**src/rtl/booth_controller.sv**
```systemverilog
`default_nettype none
// ============================================================================
//  Module      : booth_controller
//  Description : Sequencing FSM for a radix-2 Booth datapath. It loads the
//                operands, runs add/sub + arithmetic-shift iterations steered
//                by {q0,qm1}, and finishes when the datapath reports eqz.
//                Flags a sticky error if eqz does not arrive within N shifts.
//  Revision    : 1.0  initial release
// ============================================================================
module booth_controller #(
    parameter int N     = 8,
    parameter int CNT_W = 4
) (
    input  logic clk,
    input  logic rst_n,
    input  logic start,
    input  logic abort,
    input  logic q0,
    input  logic qm1,
    input  logic eqz,
    output logic load,
    output logic do_add,
    output logic do_add_valid,
    output logic do_shift,
    output logic busy,
    output logic done,
    output logic result_valid,
    output logic error
);

    typedef enum logic [2:0] {
        S_IDLE   = 3'd0,
        S_LOAD   = 3'd1,
        S_CHECK  = 3'd2,
        S_ADDSUB = 3'd3,
        S_SHIFT  = 3'd4,
        S_DONE   = 3'd5
    } state_t;

    // Shift count at which a missing eqz becomes a protocol error
    localparam logic [CNT_W-1:0] C_SHIFT_LIMIT = CNT_W'(N);
    localparam logic [CNT_W-1:0] C_CNT_ONE     = CNT_W'(1);

    state_t           state_q,        state_d;
    logic [CNT_W-1:0] cnt_q,          cnt_d;
    logic             error_q,        error_d;
    logic             result_valid_q, result_valid_d;
    logic             load_q,         load_d;
    logic             do_add_q,       do_add_d;
    logic             do_add_valid_q, do_add_valid_d;
    logic             do_shift_q,     do_shift_d;
    logic             busy_q,         busy_d;
    logic             done_q,         done_d;
    logic             add_sel_d;

    // Next-state, shift counter, sticky error and result_valid bookkeeping
    always_comb begin
        state_d        = state_q;
        cnt_d          = cnt_q;
        error_d        = error_q;
        result_valid_d = result_valid_q;
        add_sel_d      = 1'b0;

        case (state_q)
            S_IDLE: begin
                if (start) begin
                    state_d        = S_LOAD;
                    cnt_d          = '0;
                    error_d        = 1'b0;
                    result_valid_d = 1'b0;
                end
            end
            S_LOAD: begin
                state_d = S_CHECK;
            end
            S_CHECK: begin
                if (eqz) begin
                    state_d = S_DONE;
                end else if (cnt_q >= C_SHIFT_LIMIT) begin
                    // Datapath never reported completion: overrun
                    state_d = S_DONE;
                    error_d = 1'b1;
                end else if ({q0, qm1} == 2'b01) begin
                    state_d   = S_ADDSUB;
                    add_sel_d = 1'b1;
                end else if ({q0, qm1} == 2'b10) begin
                    state_d   = S_ADDSUB;
                    add_sel_d = 1'b0;
                end else begin
                    state_d = S_SHIFT;
                end
            end
            S_ADDSUB: begin
                state_d = S_SHIFT;
            end
            S_SHIFT: begin
                state_d = S_CHECK;
                cnt_d   = cnt_q + C_CNT_ONE;
            end
            S_DONE: begin
                state_d = S_IDLE;
            end
            default: begin
                state_d = S_IDLE;
            end
        endcase

        // Abort overrides every transition except the start-from-idle path
        if (abort && (state_q != S_IDLE)) begin
            state_d        = S_IDLE;
            cnt_d          = cnt_q;
            error_d        = error_q;
            result_valid_d = 1'b0;
            add_sel_d      = 1'b0;
        end

        if (state_d == S_DONE) begin
            result_valid_d = 1'b1;
        end
    end

    // Strobes are decoded from the next state so they are registered yet Moore
    always_comb begin
        load_d         = (state_d == S_LOAD);
        do_add_valid_d = (state_d == S_ADDSUB);
        do_add_d       = (state_d == S_ADDSUB) && add_sel_d;
        do_shift_d     = (state_d == S_SHIFT);
        done_d         = (state_d == S_DONE);
        busy_d         = (state_d != S_IDLE);
    end

    // State and output registers with synchronous active-low reset
    always_ff @(posedge clk) begin
        if (!rst_n) begin
            state_q        <= S_IDLE;
            cnt_q          <= '0;
            error_q        <= 1'b0;
            result_valid_q <= 1'b0;
            load_q         <= 1'b0;
            do_add_q       <= 1'b0;
            do_add_valid_q <= 1'b0;
            do_shift_q     <= 1'b0;
            busy_q         <= 1'b0;
            done_q         <= 1'b0;
        end else begin
            state_q        <= state_d;
            cnt_q          <= cnt_d;
            error_q        <= error_d;
            result_valid_q <= result_valid_d;
            load_q         <= load_d;
            do_add_q       <= do_add_d;
            do_add_valid_q <= do_add_valid_d;
            do_shift_q     <= do_shift_d;
            busy_q         <= busy_d;
            done_q         <= done_d;
        end
    end

    assign load         = load_q;
    assign do_add       = do_add_q;
    assign do_add_valid = do_add_valid_q;
    assign do_shift     = do_shift_q;
    assign busy         = busy_q;
    assign done         = done_q;
    assign result_valid = result_valid_q;
    assign error        = error_q;

endmodule
`default_nettype wire
```
**config.mk**
```make
export PLATFORM = sky130hd
export DESIGN_NAME = booth_controller
export DESIGN_NICKNAME = d
export VERILOG_FILES = /design/src/rtl/booth_controller.sv
export SDC_FILE = /design/constraint.sdc
export NUM_CORES = 1
export LEC_CHECK = 0
export CORE_MARGIN = 1
export CORE_UTILIZATION = 35
export CTS_BUF_LIST = sky130_fd_sc_hd__clkbuf_8
export DETAILED_ROUTE_END_ITERATION = 10
export SLEW_MARGIN = 20
export SYNTH_ARGS = -nofsm -noshare
export SYNTH_HDL_FRONTEND = slang
export SYNTH_SLANG_ARGS = --single-unit
```
**constraint.sdc**
```tcl
create_clock -name clk -period 2 [get_ports clk]
set_clock_uncertainty 0.2 [all_clocks]
set_input_delay 0.2 -clock clk [delete_from_list [all_inputs] [get_ports clk]]
set_output_delay 0.2 -clock clk [all_outputs]
set_load 0.01 [all_outputs]
```
* Word-level counts from Yosys, hierarchy flattened
Cells that the tools add are included.
** Storage, ports and cells
- Flip-flop bits (word level) :: 15
- Bits of input ports :: 7
- Output and inout port bits :: 8
** Operators by class
- $add $sub $neg :: 1
- Order comparisons :: 1
- Eq/ne operators :: 13
- Mux-type cells :: 21
- Bitwise logic cells :: 1
- Reductions and logical operators :: 13
** Operator list (number)
- 3-bit two-way mux :: 6
- 3-bit case mux with 4 select lines :: 1
- 3-bit nonzero test :: 4
- 1-bit two-way mux :: 11
- 3-bit by 2-bit == test with 1-bit output, second input constant :: 3
- 3-bit == test, second input constant :: 3
- 4-bit case mux with 2 select lines :: 1
- 3-bit by 1-bit == test with 1-bit output, second input constant :: 2
- 2-bit != test, second input constant :: 3
- 5-bit AND reduction :: 1
- 4-bit by 1-bit adder with 4-bit output, second input constant :: 1
- 4-bit >= comparator, second input constant :: 1
- 4-bit two-way mux :: 1
- 2-bit nonzero test :: 2
- 3-bit zero test :: 1
- 3-bit AND reduction :: 1
- 2-bit by 1-bit == test with 1-bit output, second input constant :: 1
- 2-bit == test, second input constant :: 1
- 1-bit logical AND :: 2
- 1-bit case mux with 2 select lines :: 1
- 2-bit AND reduction :: 1
- 2-bit OR reduction :: 1
- 1-bit NOT :: 1

* Depth between registers and ports, before layout
- Depth in word-level cells :: 10
- Mapped depth :: 5
- Mapped depth without buffers :: 5

* Worst setup path before layout
No wires, ideal clock.
- Kind :: register -> register
- Start point :: reg state_q[0]
- End point :: reg load_q (netlist: load)
- Library setup time :: 0.100 ns
- Data arrival time :: 1.280 ns
- Slack :: 0.421 ns
- Cell stages (with the launch flop) :: 5
- Path buffers :: 1
- Clock period less this slack :: 1.579 ns
- Path through :: dfxtp_1 > buf_6 > or2_4 > a221o_4 > a2111oi_4
** Between the ends
- Word-level cells in the longest chain between the ends :: 5
** RTL lines
- start, declared :: RTL line 44 : state_t state_q, state_d;
- start signal, assigned :: RTL line 146 : state_q <= state_d;
- 3-bit == test / 3-bit by 1-bit == test with 1-bit output (equally long branches) :: RTL line 64 : case (state_q)
- 2-bit OR reduction (no source line)
- 3-bit case mux with 4 select lines :: RTL line 64
- 3-bit two-way mux * :: RTL line 109 : if (abort && (state_q != S_IDLE)) begin
- 3-bit by 1-bit == test with 1-bit output * :: RTL line 124 : load_d = (state_d == S_LOAD);
- end signal, assigned :: RTL line 150 : load_q <= load_d;
- end, declared :: RTL line 48 : logic load_q, load_d;
Every way passes the cells marked *; elsewhere a longest branch is shown, timed or not.
A chain may end at the register's enable or synchronous reset.

* Worst setup path after layout
- Start point :: in q0
- End point :: reg load_q (netlist: load)
** Between the ends
- Word-level cells in the longest chain between the ends :: 8
** RTL lines
- start, declared :: RTL line 18 : input logic q0,
- 2-bit == test :: RTL line 86 : end else if ({q0, qm1} == 2'b10) begin
- 3-bit two-way mux :: RTL line 86
- 3-bit two-way mux * :: RTL line 83 : end else if ({q0, qm1} == 2'b01) begin
- 3-bit two-way mux * :: RTL line 79 : end else if (cnt_q >= C_SHIFT_LIMIT) begin
- 3-bit two-way mux * :: RTL line 77 : if (eqz) begin
- 3-bit case mux with 4 select lines * :: RTL line 64
- 3-bit two-way mux * :: RTL line 109
- 3-bit by 1-bit == test with 1-bit output * :: RTL line 124
Marked as above.

==> summary.md <==
| Metric | Value |
|---|---|
| Status | finished clean |
| R2R setup slack | 0.22 ns |
| # diodes | 0 |
| Rows | 16 |
| Mapped Area | approximately 780 um^2 |
| R2R depth | 3 |
| Arr. time, crit path | between 1.5 and 2 ns |
| DR vias/cell | just under 5 |
| Synth Instances | between 80 and 90 |
| Wirelength per Cell | about 12 um |
| Largest net degree at the start of global routing | 13 |
| Worst skew pair latency | 0.25 ns |
| HP Start | error |
| Grt total ovfl | 0 |
| Post-CTS Hold Buffers | 0 |
| P_leak | ~0.37 nW |
| Gates resized, CTS repair | 0 |
| RSZ-0062 raised after global routing | no |
| CP Class | input pin to register |
| First-pass GRT wire length | between 2 and 3 mm |
| CTS sink count | 15 |
| Die Y | between 40 and 50 um |
| # Post-CTS Setup Buffers | 0 |
| RePlAce Congestion | 0.771 |
| Port bufs | 14 |
| Max clock buf depth | 2 |
| Nets | about 110 |
| Root Buffer | clkbuf_8 |
| Slew headroom | just over 70% |
| CORE AREA | approximately 2000 um^2 |
| CP Capture Type | register |
| Reg2reg start | state_q[1] |
| Final Cell Area | between 900 and 1000 um^2 |
| Die Wd | ~49 um |
| Synth Register Bits | 15 |
| CTS HTree Levels | 1 |
| Maximum vdd ir drop | around 0.35 mV |
| Crit share post-route | 89.6% |
| Pin slew with the least headroom to its limit | between 0.4 and 0.5 ns |
| Post-route DRC | 0 |
| Tightest Hold Check Type | register to register |
| Area Overhead vs Synth | 28.7% |
| Final setup TNS | 0 ns |
| Drt pass-1 iters | 4 |
| Routed Wire Length | 1.55 mm |
| Cell Pwr Density | between 600 and 700 nW/um^2 |
| Reg clk slew, reported paths | ~0.060 ns |
| Ports | 15 |
| Slew Limit Fails | 0 |
| Num CTS Buffers | 3 |
| Startpoint types | input pin |
| Die area | 2410 um^2 |
| Hold Violations, Final | 0 |
| Origin of the worst setup path | q0 |
| # Max-Cap Violations | 0 |
| Via count | approximately 630 |
| Synth unique cells | 34 |
| HPWL after DPL | about 1.1 mm |
| # setup viols final | 0 |
| GRT Util Overall | 14.7% |
| YS warnings | 0 |
| Share of layout cells above drive strength 1 | 12.0% |
| TritonCTS clock tree | built |
| Register area share after synthesis | 38.7% |
| Initial core utilization | 38.4% |
| Fmax | 558 MHz |
| Vias in the first global route | ~630 |
| Min Tclk post-route | approximately 1.8 ns |
| Req. time, crit path | between 1.5 and 2 ns |
| Hold Path Depth | 2 |
| Iteration-0 DRC count of the detailed router | 6 |
| FILL cells | just over 200 |
| Placed cell area | around 950 um^2 |
| Syn_nets | 92 |
| Max FO, Critical Path | 8 |
| Syn_area_per_cell | about 9.5 um^2 |
| Antenna Nets Post-Route | 0 |
| Initial antenna violation count | 0 |
[critical path: stages]
cell and delay, ns:
clkdlybuf4s50_1 0.45, inv_1 0.04, ha_1 0.33, a221o_4 0.46
a2111oi_4 0.27
[metrics by stage]
| step | util [%] | cells | setup slack (ns) | hold slack (ns) | total power, W |
|---|---|---|---|---|---|
| 6_report | 49.4 | 127 | 0.209 | 0.248 | 0.000656 |
| 5_1_grt | 49.4 | 127 | 0.119 | 0.285 | 0.000687 |
| 4_1_cts | 49.4 | 127 | 0.204 | 0.258 | 0.000667 |
| 3_5_place_dp | 47.1 | 123 | -0.0521 | 0.248 | 0.000415 |
| 3_3_place_gp | 47.1 | 123 | -0.0407 | 0.237 | 0.000414 |
| 2_1_floorplan | - | 82 | 0.421 | 0.153 | 0.000376 |
[cells in the final DEF, fill, tap and decap left out, types with 4 or more instances in the layout]
cell type         n
dfxtp_1          15
inv_1             9
clkdlybuf4s50_1  14
nor2b_1           4
nor2_1            7
[synthesized netlist by cell type]
| master | instances | area (um^2) |
|---|---|---|
| o211ai_1 | 1 | 7.51 |
| a2111oi_4 | 1 | 27.5 |
| nor4_1 | 1 | 6.26 |
| o21ai_1 | 2 | 10.0 |
| or3_1 | 1 | 6.26 |
| nand2b_1 | 3 | 18.8 |
| clkbuf_1 | 1 | 3.75 |
| o2111ai_1 | 3 | 26.3 |
| o41ai_1 | 2 | 17.5 |
| o21ai_0 | 1 | 5.00 |
| and2_1 | 1 | 6.26 |
| nand3_1 | 3 | 15.0 |
| buf_6 | 1 | 11.3 |
| nor3b_1 | 1 | 7.51 |
| and3_1 | 1 | 6.26 |
| or2_4 | 1 | 8.76 |
| nor4_4 | 1 | 21.3 |
| nand4_1 | 2 | 12.5 |
| nor3_1 | 1 | 5.00 |
| a211o_1 | 1 | 8.76 |
| a221o_4 | 1 | 21.3 |
| dfxtp_1 | 15 | 300 |
| o31ai_1 | 3 | 22.5 |
| inv_1 | 9 | 33.8 |
| nand3b_1 | 1 | 7.51 |
| nor2_1 | 7 | 26.3 |
| nor2b_1 | 4 | 25.0 |
| a211oi_1 | 1 | 7.51 |
| a21oi_1 | 3 | 15.0 |
| a21boi_1 | 3 | 22.5 |
| buf_2 | 1 | 5.00 |
| nand2b_4 | 1 | 13.8 |
| ha_1 | 3 | 37.5 |
| or2_1 | 1 | 6.26 |
[state kept, by name, summed over array words and instances (netlist names)]
signal	count
cnt_q	4
state_q	3
busy	1
do_add	1
do_add_valid	1
do_shift	1
done	1
error	1
load	1
result_valid	1
[per-layer routing]
| layer | global-route usage [%] | vias to the layer above | part of all wire, % |
|---|---|---|---|
| met5 | 0 | - | 0 |
| met2 | 21.7 | 15 | 44 |
| met4 | 7.35 | 0 | 0.84 |
| met1 | 20.0 | 277 | 51 |
| met3 | 2.80 | 2 | 3.9 |
| li1 | - | 331 | - |
[logic make-up after synthesis]
logic type	synth area share, %
AND/OR/NAND/NOR	24.8
AO/OA/AOI/OAI	24.7
flip-flops	38.7
buffers and inverters	6.93
adder cells (fa/ha/maj)	4.84
[path summary, 6_finish.rpt]
kind / endpoint
worst max-delay path: load
worst min register to register: error
worst max register to register: load
worst min-delay path: error
[final cells by class]
cell class              instances  area [um^2]  area share [%]
multi-input cells              55          422            42.2
flip-flops and latches         15          300            30.1
repair buffers                 17          163            16.3
clock buffers                   3         41.3            4.14
inverters                       9         33.8            3.38
well taps                      27         33.8            3.38
clock inverters                 1         5.00           0.501
[report_power, final]
group          internal (W)  total [W]  switching, W  leakage (nW)
Combinational     0.0000474  0.0000937     0.0000463         0.227
Sequential         0.000306   0.000314    0.00000750         0.122
Clock              0.000138   0.000249      0.000111        0.0255
No activity file was read; power rests on OpenSTA's default activity.
